<file path="src/rtl/hit_or_miss_judge.sv">
// rtl/hit_or_miss_judge.sv - one-hot target round judge with hit/miss tallies; optional HOM_STREAK_EN adds streak/best outputs
module hit_or_miss_judge #(
    parameter logic [15:0] WINDOW_CYCLES = 16'd50000,
    parameter logic [15:0] RESULT_CYCLES = 16'd1000,
    parameter int          SCORE_W       = 8
) (
    input  logic               clock,
    input  logic               reset,
    input  logic               start,
    input  logic [7:0]         target,
    input  logic [7:0]         btn,
    output logic               busy,
    output logic               hit,
    output logic               miss,
    output logic [2:0]         target_idx,
    output logic [SCORE_W-1:0] score,
    output logic [SCORE_W-1:0] misses,
`ifdef HOM_STREAK_EN
    output logic [SCORE_W-1:0] streak,
    output logic [SCORE_W-1:0] best,
`endif
    output logic [7:0]         led
);

    localparam logic [1:0] IDLE   = 2'd0;
    localparam logic [1:0] ARMED  = 2'd1;
    localparam logic [1:0] RESULT = 2'd2;

    logic [1:0]  state;
    logic [7:0]  btn_q;
    logic [15:0] win_timer;
    logic [15:0] res_timer;
    logic        last_hit;
    logic [2:0]  target_enc;
    logic [7:0]  press;
    logic        decide;
    logic        decide_hit;

    // Encode the one-hot target; anything not exactly one-hot falls back to index 0
    always_comb begin
        logic [3:0] ones;
        logic [2:0] idx;
        ones = 4'd0;
        idx  = 3'd0;
        for (int i = 0; i < 8; i++) begin
            if (target[i]) begin
                ones = ones + 4'd1;
                idx  = 3'(i);
            end
        end
        target_enc = (ones == 4'd1) ? idx : 3'd0;
    end

    // Verdict: any rising edge decides the round, a single edge on the target is the only hit;
    // the timeout only fires when no edge arrives in that cycle
    always_comb begin
        press      = btn & ~btn_q;
        decide_hit = (press == (8'b1 << target_idx));
        decide     = (state == ARMED) &&
                     ((press != 8'd0) || (win_timer == WINDOW_CYCLES - 16'd1));
    end

    // Round sequencing, timers, edge register and verdict pulses
    always_ff @(posedge clock) begin
        if (reset) begin
            state      <= IDLE;
            btn_q      <= 8'd0;
            win_timer  <= 16'd0;
            res_timer  <= 16'd0;
            last_hit   <= 1'b0;
            target_idx <= 3'd0;
            hit        <= 1'b0;
            miss       <= 1'b0;
        end else begin
            btn_q <= btn;
            hit   <= 1'b0;
            miss  <= 1'b0;
            case (state)
                IDLE: begin
                    if (start) begin
                        target_idx <= target_enc;
                        win_timer  <= 16'd0;
                        state      <= ARMED;
                    end
                end
                ARMED: begin
                    if (decide) begin
                        hit       <= decide_hit;
                        miss      <= ~decide_hit;
                        last_hit  <= decide_hit;
                        res_timer <= 16'd0;
                        state     <= RESULT;
                    end else begin
                        win_timer <= win_timer + 16'd1;
                    end
                end
                RESULT: begin
                    if (res_timer == RESULT_CYCLES - 16'd1) begin
                        state <= IDLE;
                    end else begin
                        res_timer <= res_timer + 16'd1;
                    end
                end
                default: state <= IDLE;
            endcase
        end
    end

    // Saturating tallies, updated on the edge that raises the matching pulse
    always_ff @(posedge clock) begin
        if (reset) begin
            score  <= '0;
            misses <= '0;
        end else if (decide) begin
            if (decide_hit) begin
                if (score != '1) score <= score + SCORE_W'(1);
            end else begin
                if (misses != '1) misses <= misses + SCORE_W'(1);
            end
        end
    end

`ifdef HOM_STREAK_EN
    logic [SCORE_W-1:0] streak_inc;

    // Next streak value on a hit, held at all-ones once full
    always_comb begin
        streak_inc = (streak == '1) ? streak : streak + SCORE_W'(1);
    end

    // Consecutive-hit streak and its running maximum
    always_ff @(posedge clock) begin
        if (reset) begin
            streak <= '0;
            best   <= '0;
        end else if (decide) begin
            if (decide_hit) begin
                streak <= streak_inc;
                if (streak_inc > best) best <= streak_inc;
            end else begin
                streak <= '0;
            end
        end
    end
`endif

    // Status and display derived from the registered state
    always_comb begin
        busy = (state != IDLE);
        case (state)
            ARMED:   led = 8'b1 << target_idx;
            RESULT:  led = last_hit ? 8'hFF : 8'h00;
            default: led = 8'h00;
        endcase
    end

endmodule

</file>
<file path="config.mk">
export PLATFORM = sky130hd
export DESIGN_NAME = hit_or_miss_judge
export DESIGN_NICKNAME = d
export VERILOG_FILES = /design/src/rtl/hit_or_miss_judge.sv
export SDC_FILE = /design/constraint.sdc
export NUM_CORES = 1
export LEC_CHECK = 0
export CORE_AREA = 2 2 91 102
export CTS_CLUSTER_DIAMETER = 200
export DETAILED_ROUTE_END_ITERATION = 7
export DIE_AREA = 0 0 93 104
export DONT_BUFFER_PORTS = 1
export GPL_TIMING_DRIVEN = 0
export HOLD_SLACK_MARGIN = 0.05
export PLACE_DENSITY = 0.65
export SLEW_MARGIN = 20
export SYNTH_ARGS = -nofsm -noshare
export SYNTH_HDL_FRONTEND = slang
export SYNTH_SLANG_ARGS = --single-unit
</file>
<file path="constraint.sdc">
create_clock -name clock -period 9 [get_ports clock]
set_input_delay 0.45 -clock clock [delete_from_list [all_inputs] [get_ports clock]]
set_output_delay 0.45 -clock clock [all_outputs]
set_load 0.02 [all_outputs]
</file>
==> results of run 1 <==
[flip-flops by register name, indices dropped and copies added, names as in the netlist]
name and flops:
win_timer 16, btn_q 8, score 8, target_idx 3, miss 1, hit 1, res_timer 16, state 2
misses 8, last_hit 1
[critical path: stages]
cell and delay, ns:
inv_1 0.02, ha_1 0.35, xor2_1 0.17, ha_1 0.27
nand2_1 0.08, o31ai_1 0.14, ha_1 0.35, mux2_2 0.28
ha_1 0.28, a221o_1 0.38, ha_1 0.29, nor2b_1 0.17
nor2_1 0.07, ha_1 0.29, nor2_1 0.04, and3_1 0.18
o311ai_1 0.37, o21ai_0 0.14
[final cells by class]
class | count | area share
Buffer | 18 | 0.0223
Clock buffer | 12 | 0.0350
Clock inverter | 3 | 0.0103
Inverter | 10 | 0.00905
Multi-Input combinational cell | 362 | 0.580
Sequential cell | 64 | 0.309
Tap cell | 114 | 0.0344
[metal layers]
metal	track usage	share of wire	wire length, µm	up-vias
li1	-	-	-	1620
met1	0.203	0.45	3710	1525
met2	0.289	0.48	3990	55
met3	0.0652	0.059	491	10
met4	0.0662	0.015	124	0
met5	0	0	0	-
[path summary, 6_finish.rpt]
check | startpoint | end | slack (ns)
max | target[0] | target_idx[0] | 4.88
max reg2reg | target_idx[0] | score[4] | 6.19
min | btn[2] | btn_q[2] | 0.24
min reg2reg | last_hit | last_hit | 0.48
[power breakdown]
| part | leakage [nW] | internal, mW | total [mW] | switching, mW |
|---|---|---|---|---|
| Clock | 0.0925 | 0.134 | 0.242 | 0.108 |
| Sequential | 0.519 | 0.296 | 0.313 | 0.0179 |
| Combinational | 0.931 | 0.0841 | 0.224 | 0.140 |
| Total | 1.54 | 0.513 | 0.779 | 0.266 |
[kinds of logic (layout without fill, tap and decap cells)]
| kind of cell | count (synthesis) | after routing |
|---|---|---|
| simple gates | 231 | 231 |
| flops | 64 | 64 |
| compound gates | 60 | 60 |
| xor+xnor | 44 | 44 |
| buf+inv | 28 | 43 |
| fa+ha+maj | 15 | 15 |
| mux | 12 | 12 |
[through the flow]
step | cell area, µm² | worst slack [ns] | hold WS (ns)
final | 4150 | 4.88 | 0.244
after global routing | 4150 | 4.61 | 0.243
after CTS | 4150 | 4.90 | 0.230
after detailed placement | 3960 | 4.55 | 0.469
after global placement | 3960 | 4.66 | 0.464
after floorplan | 3820 | 4.89 | 0.437
[placed cells by master (no fill, tap or decap), types with 5 or more instances in the layout]
master    synthesis  final
nor4_1            5      5
nor2_1           66     66
inv_1            10     10
a21boi_0          7      7
nand4b_1          5      5
o21ai_0          16     16
a21oi_1          14     14
nand2_1          26     26
or3_1             6      6
mux2_1            5      5
xnor2_1          11     11
ha_1             15     15
xor2_1           31     31
clkbuf_1         12     14
nand4_1          16     16
nand3_1          27     27
nand2b_1         11     11
nor3_1            6      6
nor2b_1          21     21
dfxtp_1          64     64
and2_1            5      5
clkbuf_8          0     10
mux2i_1           6      6
and3_1           15     15
==> metrics, run 1 <==
CP Class=input pin to register; WL/cell=14.3 µm; CP max FO=5; outcome=finished, final reports clean; die width=93 µm; simple-gate share of the synthesized area=0.334; most frequent cell after synthesis=nor2_1; yosys warns=0; DR pass1 iterations=5; Worst Reg-to-Reg Cells=8; fin nets=499; initial core utilization=0.441; multiplexer area fraction after synthesis=0.0334; gpl congestion=0.838; sequential cell area=1280 µm²; EDFF count, synth=0; area grow syn2layout=8.65%; Die Area=9670 µm²; Min Clock Period, post-route=4.12 ns; final setup fails=0; Clock Latency Late Sink=roughly 0.34 ns; Seq cells post-synth=between 60 and 70; vias in the first global route=between 3,000 and 4,000; TritonCTS buffer count=9; CP Capture Type=register; fill count=848; DP HPWL=about 6200 µm; area of the multi-input gates=2410 µm²; post-CTS sizing=0; Final Util=0.480; fmax=between 200 and 250 MHz; area leader, netlist=dfxtp_1; DRC=0; sequential element share of the synthesized area=0.336; antenna diode count=0; RSZ-0062 raised after global routing=no; Syn Std Cell Area=3820 µm²; Layout Skew=0.00832 ns; Root Driver=clkbuf_8; Placed Cells=568; H-tree lvl count=3; via count=~3,200; Sink Count=64; initial antenna violation count=0; 1st-iter DRT viols=approximately 120; Adder-Cell Fraction of Synth Area=0.0492; Die Height=104 µm; cell area power density=188 nW/µm²; LEAKAGE=1.54 nW; commonest cells in the netlist=nor2_1 (66), dfxtp_1 (64), xor2_1 (31), nand3_1 (27), nand2_1 (26); CTS Hold Bufs=0; first-pass GRT wire length=around 14,000 µm; largest cells by area after synthesis=dfxtp_1 (34%), xor2_1 (7.1%), nor2_1 (6.5%); Slew HR=0.392; Syn Inst Count=454; Net Count, Synth=488; overflow left after global routing=0; Main synth FF type=dfxtp_1; Synth cell types=60; layout cells sized above 1=0.0682; aggregate global-route resource usage=0.174; WL final=8310 µm; Worst VDD drop=~94 µV; ys async rst share=0; Post-Layout Cell Count=583; total power=between 0.7 and 0.8 mW; Port Buffers=0; max_cap viols=0; total core area=8650 µm²; post-synthesis xor/xnor area fraction=0.107; final worst path period share=0.457; type of origin of the critical path=input pin; Slew @ Worst Pin=approximately 0.90 ns; clk slew on worst S/H paths=around 0.06 ns; setup TNS=0 ns; Row Count=36; CTS Buffer Depth=2; CP required=9.21 ns; Cells on Worst Hold Path=1; I/O Pins=49; largest family of logic cells by synthesized area=simple AND/OR/NAND/NOR gates; pin count of the biggest net entering global routing=11; count of pins over their slew limit=0; post-synth top area share=0.336; worst hold-check path type=input pin to register; Setup Fix Bufs, Post-CTS=0; CTS tree=built; worst path arrival time=4.33 ns; post-synthesis compound-gate area fraction=0.107; post-route ant nets=0; final hold vios=0; Mapped Avg Cell Area=around 8.4 µm²; via density per instance=5.51
Note: power is estimated with default switching activity, not from simulation.
==> inputs of run 2 (changes only) <==
--- a/config.mk
+++ b/config.mk
@@ -12,7 +12,7 @@
 export DONT_BUFFER_PORTS = 1
 export GPL_TIMING_DRIVEN = 0
 export HOLD_SLACK_MARGIN = 0.05
-export PLACE_DENSITY = 0.65
+export PLACE_DENSITY = 0.67
 export SLEW_MARGIN = 20
 export SYNTH_ARGS = -nofsm -noshare
 export SYNTH_HDL_FRONTEND = slang
==> constraint.sdc (replaced) <==
create_clock -name clock -period 3.69 [get_ports clock]
set_input_delay 0.1845 -clock clock [delete_from_list [all_inputs] [get_ports clock]]
set_output_delay 0.1845 -clock clock [all_outputs]
set_load 0.02 [all_outputs]
==> run 2 against run 1 <==
  * Global-route usage up 0.70 points
  * Largest power group unchanged
  * Highest routed layer unchanged
  * Combinational power grew to 2.6 times the previous value
  * Critical path depth fell by 1
  * Sequential share of layout area fell by 1.5 points
==> metrics, run 2 (synthesized netlist as in run 1, its figures left out) <==
outcome=finished, final reports clean (unchanged); die width=93 µm (unchanged); Min Clock Period, post-route=3.49 ns; TritonCTS buffer count=9 (unchanged); via count=3,258 (was 3,210); antenna diode count=0 (unchanged); overflow left after global routing=0 (unchanged); Slowest cell on crit path=a221o_1 (unchanged); layout cells sized above 1=0.0938 (was 0.0682); count of pins over their slew limit=0 (unchanged); first-pass GRT wire length=14,200 µm (was 13,800 µm); commonest non-fill, non-tap cell in the layout=nor2_1 (unchanged); vias in the first global route=3,055 (was 3,054); largest registers=res_timer x16, win_timer x16 (unchanged); max_cap viols=0 (unchanged); Design Area, Final=4360 µm² (was 4150 µm²); initial antenna violation count=0 (unchanged); post-route ant nets=0 (unchanged); CP Capture Type=register (unchanged); 1st-iter DRT viols=101 (was 119); area grow syn2layout=14.3% (was 8.65%); cell area power density=468 nW/µm² (was 188 nW/µm²); WL final=8570 µm (was 8310 µm); CP max FO=5 (unchanged); total power=2.04 mW (was 0.779 mW); fmax=between 200 and 300 MHz; Slew @ Worst Pin=0.858 ns (was 0.905 ns); Port Buffers=0 (unchanged); Die Height=104 µm (unchanged); Slew HR=0.423 (was 0.392); fin nets=509 (was 499); DP HPWL=6170 µm (was 6230 µm); final setup fails=0 (unchanged); final worst path period share=0.945; pin count of the biggest net entering global routing=12 (was 11); WL/cell=14.4 µm (was 14.3 µm); Sink Count=64 (unchanged); RSZ-0062 raised after global routing=no (unchanged); worst-path cell chain=inv_1, ha_4, xor2_1, ha_1, nand2_2, o31ai_4, ha_1, mux2_4, ha_4, a221o_1, ha_1, nor2b_2, nor2_1, ha_1, nor4_4, o311ai_4, o21ai_1 (was inv_1, ha_1, xor2_1, ha_1, nand2_1, o31ai_1, ha_1, mux2_2, ha_1, a221o_1, ha_1, nor2b_1, nor2_1, ha_1, nor2_1, and3_1, o311ai_1, o21ai_0); CTS Buffer Depth=2 (unchanged); Top cell by count, worst path=ha_1 (unchanged); worst setup margin=0.203 ns (was 4.88 ns); aggregate global-route resource usage=0.181 (was 0.174); WP buf/inv=1 (unchanged); type of origin of the critical path=input pin (unchanged); H-tree lvl count=3 (unchanged); area of placed instances=4020 µm² (was 3960 µm²); worst hold-check path type=input pin to register (unchanged); CP required=3.97 ns (was 9.21 ns); Worst VDD drop=226 µV (was 94.3 µV); commonest cells after routing, fill and taps aside=nor2_1 (65), dfxtp_1 (64), xor2_1 (31) (was nor2_1 (66), dfxtp_1 (64), xor2_1 (31)); Place WS=-0.228 ns (was 4.55 ns); Row Count=36 (unchanged); I/O Pins=49 (unchanged); total core area=8650 µm² (unchanged); Die Area=9670 µm² (unchanged); LEAKAGE=1.61 nW (was 1.54 nW); DRC=0 (unchanged); worst path arrival time=3.77 ns (was 4.33 ns); initial core utilization=0.441 (unchanged); final hold vios=0 (unchanged); Layout Skew=0.00816 ns (was 0.00832 ns); clk slew on worst S/H paths=0.07 ns (was 0.06 ns); DR pass1 iterations=4 (was 5); setup TNS=0 ns (unchanged); Root Driver=clkbuf_8 (unchanged); delay-heaviest family, CP=adder cells (unchanged); gpl congestion=0.848 (was 0.838); crit-path max cell delay=0.36 ns (was 0.38 ns); via density per instance=5.48 (was 5.51); CP Class=input pin to register (unchanged); Clock Latency Late Sink=0.35 ns (was 0.34 ns); CTS tree=built (unchanged)
==> run 2: worst paths after layout <==
check                  endpoint  slack (ns)           from  cells past startpoint
setup reg to reg       score[4]        0.79  target_idx[2]                      8
hold / removal         score[3]        0.06          reset                      2
setup / recovery  target_idx[1]        0.20      target[0]                     17
hold reg to reg        last_hit        0.48       last_hit                      2
==> run 2: cell type report <==
type                            instances  area (µm²)
Clock inverter                          5        80.1
Tap cell                              114         143
Inverter                               10        37.5
Buffer                                 18        92.6
Sequential cell                        64        1280
Fill cell                             827        4280
Clock buffer                           11         141
Timing Repair Buffer                   10        97.6
Multi-Input combinational cell        362        2490
==> run 2: per-layer routing <==
metal | vias to the layer above | share of wire | GRT usage
li1 | 1644 | - | -
met1 | 1527 | 0.45 | 0.215
met2 | 62 | 0.47 | 0.289
met3 | 25 | 0.053 | 0.0572
met4 | 0 | 0.035 | 0.0977
met5 | - | 0 | 0
==> run 2: what timing repair did <==
action,4_1_cts,5_1_grt
setup endpoints to repair,0,3
buffers inserted,0,1
hold buffers,9,0
gates resized for setup,0,4
hold endpoints to repair,11,0
==> run 2: worst register-to-register path, cell delays in order (launching register included) <==
cell      delay, ns
dfxtp_1        0.47
clkbuf_1       0.35
clkbuf_1       0.43
nand4_1        0.17
o211ai_1       0.15
nand4_2        0.28
nor4b_2        0.42
and3_1         0.21
mux2_1         0.31
==> run 2: through the flow <==
stage / hold slack [ns] / instances / util
global route: 0.0613 / 594 / 0.505
floorplan: 0.313 / 454 / -
CTS: 0.0552 / 593 / 0.501
global placement: 0.315 / 568 / 0.465
detailed placement: 0.322 / 568 / 0.465
finish: 0.0620 / 594 / 0.505
==> run 2: where the power goes <==
group | internal (mW) | switching, mW | total [mW]
registers | 0.721 | 0.0444 | 0.765
logic | 0.229 | 0.362 | 0.591
clock network | 0.398 | 0.287 | 0.685
total | 1.35 | 0.693 | 2.04
==> inputs of run 3 (changes only) <==
--- a/config.mk
+++ b/config.mk
@@ -5,14 +5,14 @@
 export SDC_FILE = /design/constraint.sdc
 export NUM_CORES = 1
 export LEC_CHECK = 0
-export CORE_AREA = 2 2 91 102
+export CORE_AREA = 2 2 69 136
 export CTS_CLUSTER_DIAMETER = 200
 export DETAILED_ROUTE_END_ITERATION = 7
-export DIE_AREA = 0 0 93 104
+export DIE_AREA = 0 0 71 138
 export DONT_BUFFER_PORTS = 1
 export GPL_TIMING_DRIVEN = 0
 export HOLD_SLACK_MARGIN = 0.05
-export PLACE_DENSITY = 0.67
+export PLACE_DENSITY = 0.66
 export SLEW_MARGIN = 20
 export SYNTH_ARGS = -nofsm -noshare
 export SYNTH_HDL_FRONTEND = slang
==> run 3 against run 2 <==
  * Non-clock buffer count rose by 1
  * Total power grew 8.2%
  * Count of clock-buffer cells in the layout unchanged
  * Routed wire length rose by 4.2%
  * Register-to-register slack improved by 0.07 ns
  * Via count is essentially flat
==> metrics, run 3 (synthesized netlist as in run 1, its figures left out) <==
overflow left after global routing=0 (unchanged); Port Buffers=0 (unchanged); total core area=8890 µm² (was 8650 µm²); Worst VDD drop=254 µV (was 226 µV); Sink Count=64 (unchanged); H-tree lvl count=3 (unchanged); fmax=291 MHz (was 287 MHz); final worst path period share=0.932 (was 0.945); post-route ant nets=0 (unchanged); RSZ-0062 raised after global routing=no (unchanged); DP HPWL=6770 µm (was 6170 µm); CP required=3.90 ns (was 3.97 ns); Worst Reg-to-Reg Cells=8 (unchanged); initial antenna violation count=0 (unchanged); Clock Latency Late Sink=0.33 ns (was 0.35 ns); clk slew on worst S/H paths=0.05 ns (was 0.07 ns); Root Driver=clkbuf_16 (was clkbuf_8); aggregate global-route resource usage=0.189 (was 0.181); cell area power density=497 nW/µm² (was 468 nW/µm²); I/O Pins=49 (unchanged); CTS Buffer Depth=2 (unchanged); hold path endpoint=score[3] (unchanged); final setup fails=0 (unchanged); WL/cell=15.3 µm (was 14.4 µm); pin count of the biggest net entering global routing=12 (unchanged); CTS tree=built (unchanged); WL final=8920 µm (was 8570 µm); area of placed instances=4010 µm² (was 4020 µm²); outcome=finished, final reports clean (unchanged); Min Hold Slack=0.0867 ns (was 0.0620 ns); DRC=0 (unchanged); TritonCTS buffer count=9 (unchanged); vias in the first global route=3,269 (was 3,055); worst hold-check path type=input pin to register (unchanged); CP Capture Type=register (unchanged); via count=3,259 (was 3,258); layout cells sized above 1=0.0977 (was 0.0938); DR top layer=met4 (unchanged); gpl congestion=0.892 (was 0.848); worst r2r src=target_idx[0] (was target_idx[2]); via density per instance=5.59 (was 5.48); Cells on Worst Hold Path=2 (unchanged); Min Clock Period, post-route=3.44 ns (was 3.49 ns); routed metal-1 wirelength=3140 µm (was 3820 µm); Die Height=138 µm (was 104 µm); Layout Skew=0.00767 ns (was 0.00816 ns); count of pins over their slew limit=0 (unchanged); CP max FO=3 (was 5); Slew HR=0.427 (was 0.423); DR pass1 iterations=4 (unchanged); Reg2Reg Setup Slack=0.86 ns (was 0.79 ns); Slew @ Worst Pin=0.852 ns (was 0.858 ns); DR WL met2=5170 µm (was 4000 µm); Design Area, Final=4450 µm² (was 4360 µm²); setup TNS=0 ns (unchanged); total power=2.21 mW (was 2.04 mW); final hold vios=0 (unchanged); area grow syn2layout=16.5% (was 14.3%); commonest non-fill, non-tap cell in the layout=nor2_1 (unchanged); Row Count=49 (was 36); initial core utilization=0.429 (was 0.441); commonest cells after routing, fill and taps aside=nor2_1 (65), dfxtp_1 (64), xor2_1 (31) (unchanged); worst path arrival time=3.65 ns (was 3.77 ns); type of origin of the critical path=input pin (unchanged); 1st-iter DRT viols=124 (was 101); antenna diode count=0 (unchanged); DR WL met3=398 µm (was 451 µm); min-delay src=reset (unchanged); die width=71 µm (was 93 µm); CP Class=input pin to register (unchanged); fin nets=510 (was 509); largest registers=res_timer x16, win_timer x16 (unchanged); Place WS=-0.259 ns (was -0.228 ns); worst setup margin=0.252 ns (was 0.203 ns); max_cap viols=0 (unchanged); RR Endpoint=score[4] (unchanged); LEAKAGE=1.66 nW (was 1.61 nW); Die Area=9800 µm² (was 9670 µm²); first-pass GRT wire length=14,900 µm (was 14,200 µm)
-- run 3: routing by layer --
layer  up-vias  GRT usage
met5         -          0
met4         0     0.0884
met3        14     0.0437
met2        59      0.371
met1      1540      0.173
li1       1646          -
-- run 3: critical path, cell delays in order --
cell and delay (ns):
ha_1 0.23, nor2_2 0.19, nor2_1 0.08, ha_1 0.30, nand2_2 0.08, o31ai_4 0.09
ha_4 0.26, mux2_4 0.27, ha_4 0.21, a221o_1 0.35, ha_1 0.31, nor2b_2 0.13
nor2_1 0.06, ha_1 0.33, nor2_1 0.05, and3_1 0.19, o311ai_4 0.25, o21ai_1 0.09
-- run 3: how the worst max path moves through the flow --
stage,start,endpoint,slack [ns]
2_1_floorplan,target[0],target_idx[0],0.004
3_3_place_gp,target[2],target_idx[2],-0.23
3_5_place_dp,target[0],target_idx[2],-0.26
4_1_cts,target[0],target_idx[2],0.09
5_1_grt,target[0],target_idx[2],0.07
6_report,target[0],target_idx[2],0.25
-- run 3: repair_timing --
item                                    4_1_cts  5_1_grt
hold endpoints to repair                     11        0
resized for setup                             0        5
setup buffers                                 0        2
endpoints found under the setup margin        0        3
hold buffers                                  9        0
-- run 3: layout make-up --
class | instances | area (µm²)
Inverter | 10 | 37.5
Multi-Input combinational cell | 362 | 2500
Sequential cell | 64 | 1280
Buffer | 18 | 92.6
Clock inverter | 5 | 56.3
Tap cell | 102 | 128
Timing Repair Buffer | 11 | 105
Fill cell | 816 | 4440
Clock buffer | 11 | 243
-- run 3: power breakdown --
group	internal, mW	switching, mW
clock	0.539	0.301
combinational	0.235	0.367
sequential	0.722	0.0436
-- run 3: through the flow --
stage / std cells / utilization
5_1_grt: 583 / 0.500
3_3_place_gp: 556 / 0.451
3_5_place_dp: 556 / 0.451
6_report: 583 / 0.500
2_1_floorplan: 454 / -
4_1_cts: 581 / 0.494
